## src/rtl/cpu_pkg.sv

```systemverilog
// Shared CPU definitions: step codes, the datapath control word and the step ROM
// that maps each 6-bit step code to its control word.
package cpu_pkg;

    localparam logic [5:0] STEP_FETCH1 = 6'd1;
    localparam logic [5:0] STEP_FETCH2 = 6'd2;
    localparam logic [5:0] STEP_FETCH3 = 6'd3;
    localparam logic [5:0] STEP_EXEC1  = 6'd4;
    localparam logic [5:0] STEP_EXEC2  = 6'd5;
    localparam logic [5:0] STEP_EXEC3  = 6'd6;
    localparam logic [5:0] STEP_EXEC4  = 6'd7;
    localparam logic [5:0] STEP_ALU0   = 6'd36;
    localparam logic [5:0] STEP_ALU15  = 6'd51;
    localparam logic [5:0] STEP_NOP    = 6'd56;
    localparam logic [5:0] STEP_HALT   = 6'd57;

    typedef struct packed {
        logic [3:0] bus_sel;
        logic [7:0] reg_we;
        logic [2:0] alu_op;
        logic       alu_en;
        logic       mem_rd;
        logic       mem_wr;
        logic       pc_inc;
        logic       ir_load;
    } cw_t;

    localparam cw_t CW_NOP = '0;

    typedef cw_t [63:0] rom_t;

    // Every code not set here, including NOP and HALT, stays at the all-zero word.
    function automatic rom_t build_rom();
        rom_t r;
        r = '0;
        r[STEP_FETCH1].bus_sel = 4'd1;
        r[STEP_FETCH1].reg_we  = 8'h01;
        r[STEP_FETCH1].mem_rd  = 1'b1;
        r[STEP_FETCH2].mem_rd  = 1'b1;
        r[STEP_FETCH2].pc_inc  = 1'b1;
        r[STEP_FETCH3].ir_load = 1'b1;
        for (int s = 36; s <= 51; s++) begin
            r[s].alu_en = 1'b1;
            r[s].alu_op = 3'(s - 36);
        end
        return r;
    endfunction

    localparam rom_t STEP_ROM = build_rom();

endpackage

```

## src/rtl/step_rom.sv

```systemverilog
// Combinational step code to control word lookup, shared with the sequencer bench.
module step_rom
    import cpu_pkg::*;
(
    input  logic [5:0] i_step,
    output cw_t        o_cw
);

    assign o_cw = STEP_ROM[i_step];

endmodule

```

## src/rtl/control_decoder.sv

```systemverilog
// Control decoder: registered control word, instruction register, Z flag and sticky halt.
// Optional STEP_CHECK_EN macro adds a sticky step-order checker driving step_err.
module control_decoder
    import cpu_pkg::*;
#(
    parameter int DATA_W = 16
) (
    input  logic              clk,
    input  logic              rst,
    input  logic              start,
    input  logic [5:0]        smInput,
    input  logic [5:0]        IRIn,
    input  logic [DATA_W-1:0] mem_rdata,
    input  logic [DATA_W-1:0] alu_result,
    output logic [5:0]        IROut,
    output logic              z_out,
    output logic [3:0]        bus_sel,
    output logic [7:0]        reg_we,
    output logic [2:0]        alu_op,
    output logic              alu_en,
    output logic              mem_rd,
    output logic              mem_wr,
    output logic              pc_inc,
    output logic              halted,
    output logic              step_err
);

    cw_t  w_cw;
    logic w_en;

    logic [3:0] r_bus_sel;
    logic [7:0] r_reg_we;
    logic [2:0] r_alu_op;
    logic       r_alu_en;
    logic       r_mem_rd;
    logic       r_mem_wr;
    logic       r_pc_inc;
    logic [5:0] r_ir;
    logic [5:0] r_irin_q;
    logic       r_z;
    logic       r_halted;

    step_rom u_step_rom (
        .i_step (smInput),
        .o_cw   (w_cw)
    );

    assign w_en = start && !r_halted;

    // The HALT entry of the ROM is the NOP word, so the halting edge already outputs NOP.
    always_ff @(posedge clk) begin
        if (rst) begin
            r_bus_sel <= '0;
            r_reg_we  <= '0;
            r_alu_op  <= '0;
            r_alu_en  <= 1'b0;
            r_mem_rd  <= 1'b0;
            r_mem_wr  <= 1'b0;
            r_pc_inc  <= 1'b0;
            r_ir      <= STEP_FETCH1;
            r_irin_q  <= 6'd1;
            r_z       <= 1'b0;
            r_halted  <= 1'b0;
        end else if (w_en) begin
            r_bus_sel <= w_cw.bus_sel;
            r_reg_we  <= w_cw.reg_we;
            r_alu_op  <= w_cw.alu_op;
            r_alu_en  <= w_cw.alu_en;
            r_mem_rd  <= w_cw.mem_rd;
            r_mem_wr  <= w_cw.mem_wr;
            r_pc_inc  <= w_cw.pc_inc;
            if (w_cw.ir_load) begin
                r_ir <= mem_rdata[5:0];
            end else if (IRIn != r_irin_q) begin
                r_ir <= IRIn;
            end
            r_irin_q <= IRIn;
            if (w_cw.alu_en) begin
                r_z <= (alu_result == '0);
            end
            if (smInput == STEP_HALT) begin
                r_halted <= 1'b1;
            end
        end else begin
            r_bus_sel <= '0;
            r_reg_we  <= '0;
            r_alu_op  <= '0;
            r_alu_en  <= 1'b0;
            r_mem_rd  <= 1'b0;
            r_mem_wr  <= 1'b0;
            r_pc_inc  <= 1'b0;
        end
    end

`ifdef STEP_CHECK_EN
    logic [5:0] r_prev;
    logic       r_err;
    logic       w_bad;

    always_comb begin
        w_bad = 1'b0;
        case (smInput)
            STEP_FETCH2: w_bad = (r_prev != STEP_FETCH1);
            STEP_FETCH3: w_bad = (r_prev != STEP_FETCH2);
            STEP_EXEC2:  w_bad = (r_prev != STEP_EXEC1);
            STEP_EXEC3:  w_bad = (r_prev != STEP_EXEC2);
            STEP_EXEC4:  w_bad = (r_prev != STEP_EXEC3);
            default:     w_bad = 1'b0;
        endcase
    end

    always_ff @(posedge clk) begin
        if (rst) begin
            r_prev <= '0;
            r_err  <= 1'b0;
        end else if (w_en) begin
            r_prev <= smInput;
            if (w_bad) begin
                r_err <= 1'b1;
            end
        end
    end

    assign step_err = r_err;
`else
    assign step_err = 1'b0;
`endif

    assign bus_sel = r_bus_sel;
    assign reg_we  = r_reg_we;
    assign alu_op  = r_alu_op;
    assign alu_en  = r_alu_en;
    assign mem_rd  = r_mem_rd;
    assign mem_wr  = r_mem_wr;
    assign pc_inc  = r_pc_inc;
    assign IROut   = r_ir;
    assign z_out   = r_z;
    assign halted  = r_halted;

endmodule

```

## config.mk

```make
export PLATFORM = sky130hd
export DESIGN_NAME = control_decoder
export DESIGN_NICKNAME = d
export VERILOG_FILES = /design/src/rtl/cpu_pkg.sv /design/src/rtl/step_rom.sv /design/src/rtl/control_decoder.sv
export SDC_FILE = /design/constraint.sdc
export NUM_CORES = 1
export LEC_CHECK = 0
export ABC_AREA = 1
export CAP_MARGIN = 30
export CORE_ASPECT_RATIO = 1.4
export CORE_UTILIZATION = 37
export DETAILED_ROUTE_END_ITERATION = 16
export PLACE_DENSITY = 0.86
export SLEW_MARGIN = 30
export SYNTH_ARGS = -nofsm -noshare
export SYNTH_HDL_FRONTEND = slang
export SYNTH_SLANG_ARGS = --single-unit
export TNS_END_PERCENT = 20
```

## constraint.sdc

```tcl
create_clock -name clk -period 1.6 [get_ports clk]
set_input_delay 0.32 -clock clk [delete_from_list [all_inputs] [get_ports clk]]
set_output_delay 0.32 -clock clk [all_outputs]
set_load 0.05 [all_outputs]
```

Word-level counts from Yosys, hierarchy flattened
Memory sizes are Yosys's and may differ from the RTL's.
Cells that the tools add are included.
Cells by class
  bitwise gates (word level): 1
  shifts and indexed selects: 0
  multiply operators: 0
  multiplexer cells: 3
  reductions and logical operators: 8
  divide/modulo/power cells: 0
  order comparisons: 1
  add/subtract/negate cells: 0
  equal/unequal tests: 2
Operators with widths (number)
  two-way mux 20 bit: 1
  logical NOT 16 bit: 1
  two-way mux 6 bit: 2
  less-than comparator 6 x 7 -> 1 bit, second input constant: 1
  == test 6 bit, second input constant: 1
  inequality test 6 bit: 1
  AND reduction 2 bit: 3
  nonzero test 2 bit: 1
  OR reduction 2 bit: 1
  logical AND 1 bit: 1
  logical NOT 1 bit: 1
  inverter 1 bit: 1
Storage, ports and cells
  bits in latches: 0
  memories kept: 1
  logic and storage cells: 27
  input port bits: 47
  bits in writable memories: 0
  memory bits (read-only): 1280
  register bits after elaboration: 33
Memory list
  (name not given): words 64, width 20, read ports 1, clocked after memory_dff 0, wr ports 0, line step_rom.sv:9  | assign o_cw = STEP_ROM[i_step];

Depth between registers and ports, before layout
  depth after elaboration: 4
  depth in mapped cells: 11
  gate-level depth less buffers: 10

Modules after synthesis
A second synthesis with hierarchy kept.
Unflattened totals
  cell total of the unflattened synthesis: 228
  area total of the unflattened synthesis: 1599.0 um^2
Modules (own cells, without submodules)
  control_decoder: sequential area each 660.6 um^2, instances 1, cells an instance 190, area an instance 1362.6 um^2
  step_rom: sequential area each 0.0 um^2, instances 1, cells an instance 38, area an instance 236.5 um^2

Worst setup path after synthesis
No wires, ideal clock.
  kind: register to register
  start: reg r_halted, in the netlist halted
  end: reg r_ir[3], in the netlist IROut[3]
  setup time: 115 ps
  setup slack: 191 ps
  stages on the path, launching flop included: 7
  buffers on the path: 1
  period minus slack after synthesis: 1409 ps
  data required time: 1485 ps
  data arrival time: 1295 ps
  path through: dfxtp_1 -> inv_2 -> nand2_2 -> inv_2 -> buf_4 -> a21oi_2 -> nor2_2
On the way
  word-level cells in the longest chain between the ends: 3
Ends and longest elaborated chain
  from (decl): line control_decoder.sv:41  | logic r_halted;
  from (signal assigned): line control_decoder.sv:63  | r_halted <= 1'b0;
  from (signal assigned): line control_decoder.sv:82  | r_halted <= 1'b1;
  logical NOT 1 bit: line control_decoder.sv:48  | assign w_en = start && !r_halted;
  logical AND 1 bit: line control_decoder.sv:48
  AND reduction 2 bit (no source line)
  to (signal assigned): line control_decoder.sv:73  | r_ir <= mem_rdata[5:0];
  to (signal assigned): line control_decoder.sv:75  | r_ir <= IRIn;
  to (decl): line control_decoder.sv:38  | logic [5:0] r_ir;
No other way between the ends.
A chain may end at the register's enable or synchronous reset.

Final worst setup path
  start: in smInput[2]
  end: reg r_alu_op[1], in the netlist alu_op[1]
On the way
  word-level cells in the longest chain between the ends: 2
Ends and longest elaborated chain
  from (decl): line control_decoder.sv:11  | input logic [5:0] smInput,
  memory read (64 x 20 bit)
  two-way mux 20 bit (implied by the code): line step_rom.sv:9
  to (signal assigned): line control_decoder.sv:67  | r_alu_op <= w_cw.alu_op;
  to (decl): line control_decoder.sv:33  | logic [2:0] r_alu_op;
No other way between the ends. The select of a mux whose other input is x is not followed.

==> results_dict.tcl <==
set metrics [dict create \
    period_minus_slack_ns 1.47 \
    clkLatencyLatePin_ns 0.26 \
    cts.hold.buffers_added 0 \
    skew_ns 0.00273 \
    grt.overflow.total 0 \
    io_buffer_count 52 \
    r2r_slack_ns 0.40 \
    crit_required_ns 1.78 \
    synth.top_cells.by_area "dfxtp_1 (34%), nand2_1 (10%), buf_4 (8.5%)" \
    status "complete, no violations" \
    synth_area_per_cell_um2 7.37 \
    cts_buffer_depth 2 \
    reg2reg_to "IROut[1]" \
    dieWidth_um 50.8 \
    crit_chain "clkdlybuf4s50_1 -> buf_4 -> o21ai_1 -> nand4_1 -> buf_4 -> nor3_1" \
    wl_per_cell_um 10.6 \
    reg2reg_depth 7 \
    crit_path_end "alu_op[1]" \
    root_buffer "clkbuf_8" \
    pwr-share-comb_pct 32.5 \
    max_freq_ghz 0.678 \
    path_clk_slew_ns 0.08 \
    drt_first_pass_iters 4 \
    dieArea_mm2 0.00357 \
    vias 1286 \
    drc_errors 0 \
    hpwl_mm 2.31 \
    synth_cells 167 \
    core_area_mm2 0.00315 \
    avgViaCountPerCell 4.61 \
    num_io_pins 75 \
    yosysSeqAreaShare_pct 34.1 \
    yosys.cell_types.count 28 \
    rows 24 \
    p_leak_nw 0.939 \
    crit_type "in2reg" \
    max_stage_delay_ns 0.47 \
    power_frac_clock_pct 25.5 \
    cts_buffers 3 \
    critPathArrivalTime_ns 1.66 \
    period_share_pct 92.2 \
    final_cells 279 \
    finalWirelength_mm 2.96 \
    total_power_mw 1.35 \
    cts_tree "done" \
    crit_slowest_cell "clkdlybuf4s50_1" \
    slew_violations 0 \
    crit_path_start "smInput[2]" \
    start_kind "primary input" \
    antenna_found_initial 0 \
    p_per_area_mw_per_mm2 705 \
    synth_warnings 0 \
    grt_first_pass_wirelength_mm 5.08 \
    num_antenna_cells 0 \
    synth_seq_cells 21 \
    fp.dieH_um 70.3 \
    gp_routability_congestion 0.837 \
    syn_area_mm2 0.00123 \
    drtIter0Drc 23 \
    p_int_mw 0.907 \
    design_area_mm2 0.00191 \
    switching_power_mw 0.439 \
    grt_usage_pct 18.4 \
    post-cts-setup-buffer-count 0 \
    drt.antenna.violating_nets 0 \
    synth_top_area_share_pct 34.1 \
    cpMostUsedCell "buf_4" \
    synth_top_area_cell "dfxtp_1" \
    grt_max_degree 14 \
    clock_sinks 21 \
    area_growth_pct 55.0 \
    placed_area_mm2 0.00185 \
    grt_pass1_vias 1306 \
    htreeDepth 1 \
    rsz0062_at_grt "no" \
    start_util_pct 39.0 \
    nets 290 \
    crit_fanout 3 \
    min_path_type "in2reg" \
    timing.rr.start "r_irin_q[2]" \
    end_kind "flip-flop" \
    place_inst 275 \
    hold_viol 0 \
    irDropWorstVdd_v 0.000539 \
    maxCapViolCount 0 \
    seqPwrFrac_pct 42.1 \
    drive_above_1_share_pct 27.9 \
    setup_viol 0 \
    switching_share_pct 32.6 \
]
==> cells in the final DEF (no fill, tap or decap), types with 6 or more instances in the layout <==
master	instances
nand2_1	34
inv_2	6
inv_1	10
clkdlybuf4s50_1	34
buf_4	37
nand4_1	8
dfxtp_1	21
nor2_1	17
conb_1	12
==> how the worst min path moves through the flow <==
stage | start | to | slack [ns] | cells after the start
CTS | r_irin_q[3] | r_irin_q[3] | 0.48 | 2
finish | smInput[1] | reg_we[0] | 0.37 | 3
global placement | IROut[0] | IROut[0] | 0.44 | 2
global route | smInput[1] | reg_we[0] | 0.39 | 3
floorplan | rst | halted | 0.39 | 1
detailed placement | r_irin_q[4] | r_irin_q[4] | 0.46 | 2
==> area by class of cell <==
cell class,instances,area [µm²]
Tap cell,39,48.8
Clock inverter,1,5.00
Fill cell,280,1240
Sequential cell,21,420
Timing Repair Buffer,74,654
Inverter,21,78.8
Clock buffer,3,41.3
Multi-Input combinational cell,120,659
==> registers in the layout, indices dropped and copies added, names as in the netlist <==
name / flops
pc_inc: 1
alu_en: 1
mem_rd: 1
IROut: 6
reg_we: 1
halted: 1
alu_op: 3
r_irin_q: 6
z_out: 1
==> cells in the mapped netlist <==
| cell type | instances |
|---|---|
| nand2_1 | 34 |
| nand3b_1 | 1 |
| buf_2 | 1 |
| buf_6 | 1 |
| nor2_2 | 4 |
| o21ai_0 | 5 |
| dfxtp_1 | 21 |
| nand4_1 | 8 |
| nand3_2 | 3 |
| xnor2_1 | 4 |
| inv_2 | 6 |
| nor4_1 | 2 |
| nand3_1 | 5 |
| inv_1 | 10 |
| nor2_4 | 2 |
| o21ai_1 | 2 |
| o2111ai_1 | 1 |
| conb_1 | 1 |
| nor3_1 | 5 |
| nor2_1 | 17 |
| ha_1 | 2 |
| nor2_8 | 1 |
| a21oi_2 | 5 |
| a21oi_1 | 4 |
| nand3_4 | 1 |
| clkinv_1 | 5 |
| buf_4 | 14 |
| nand2_2 | 2 |
==> per-stage QoR <==
stage / hold slack (ns) / TNS (ns) / worst slack (ns) / utilization, %
after CTS: 0.483 / 0 / 0.0600 / 60.2
after global routing: 0.391 / 0 / 0.0392 / 60.5
after floorplan: 0.389 / 0 / 0.191 / -
final: 0.372 / 0 / 0.125 / 60.5
after detailed placement: 0.461 / -1.92 / -0.277 / 58.5
after global placement: 0.444 / -1.57 / -0.245 / 58.5
==> cells by family after synthesis <==
kind of cell    after synthesis  synth area share (%)
xor+xnor                      4                  2.85
flops                        21                  34.1
buf+inv                      37                  16.3
simple gates                 85                  35.7
fa+ha+maj                     2                  2.03
compound gates               17                  8.74
other cells                   1                 0.305
==> per-layer routing <==
layer,up-vias,routed length [µm],share of wire (%),global-route usage [%]
met1,575,1080,36,18.2
met2,46,1630,55,35.6
met4,0,64,2.2,6.79
li1,655,-,-,-
met5,-,0,0,0
met3,10,188,6.3,4.14
==> power by group through the flow <==
| stage | logic [mW] | clock network [mW] | registers (mW) |
|---|---|---|---|
| 6_report | 0.437 | 0.343 | 0.566 |
| 4_1_cts | 0.439 | 0.352 | 0.566 |
| 5_1_grt | 0.469 | 0.375 | 0.570 |
| 3_3_place_gp | 0.427 | 0 | 0.577 |
| 2_1_floorplan | 0.214 | 0 | 0.635 |
| 3_5_place_dp | 0.433 | 0 | 0.579 |
==> timing repair <==
item / CTS / global route
endpoints found under the setup margin: 2 / 5
pin swaps: 0 / 1
resized for setup: 1 / 4
cloned: 0 / 0
==> worst max-delay path: cells and delay by family <==
family,cells,cell delay (ns)
and+or+nand+nor,2,0.32
AOI/OAI and AO/OA,1,0.17
buffers and inverters,3,0.84
Note: power is estimated with default switching activity, not from simulation.
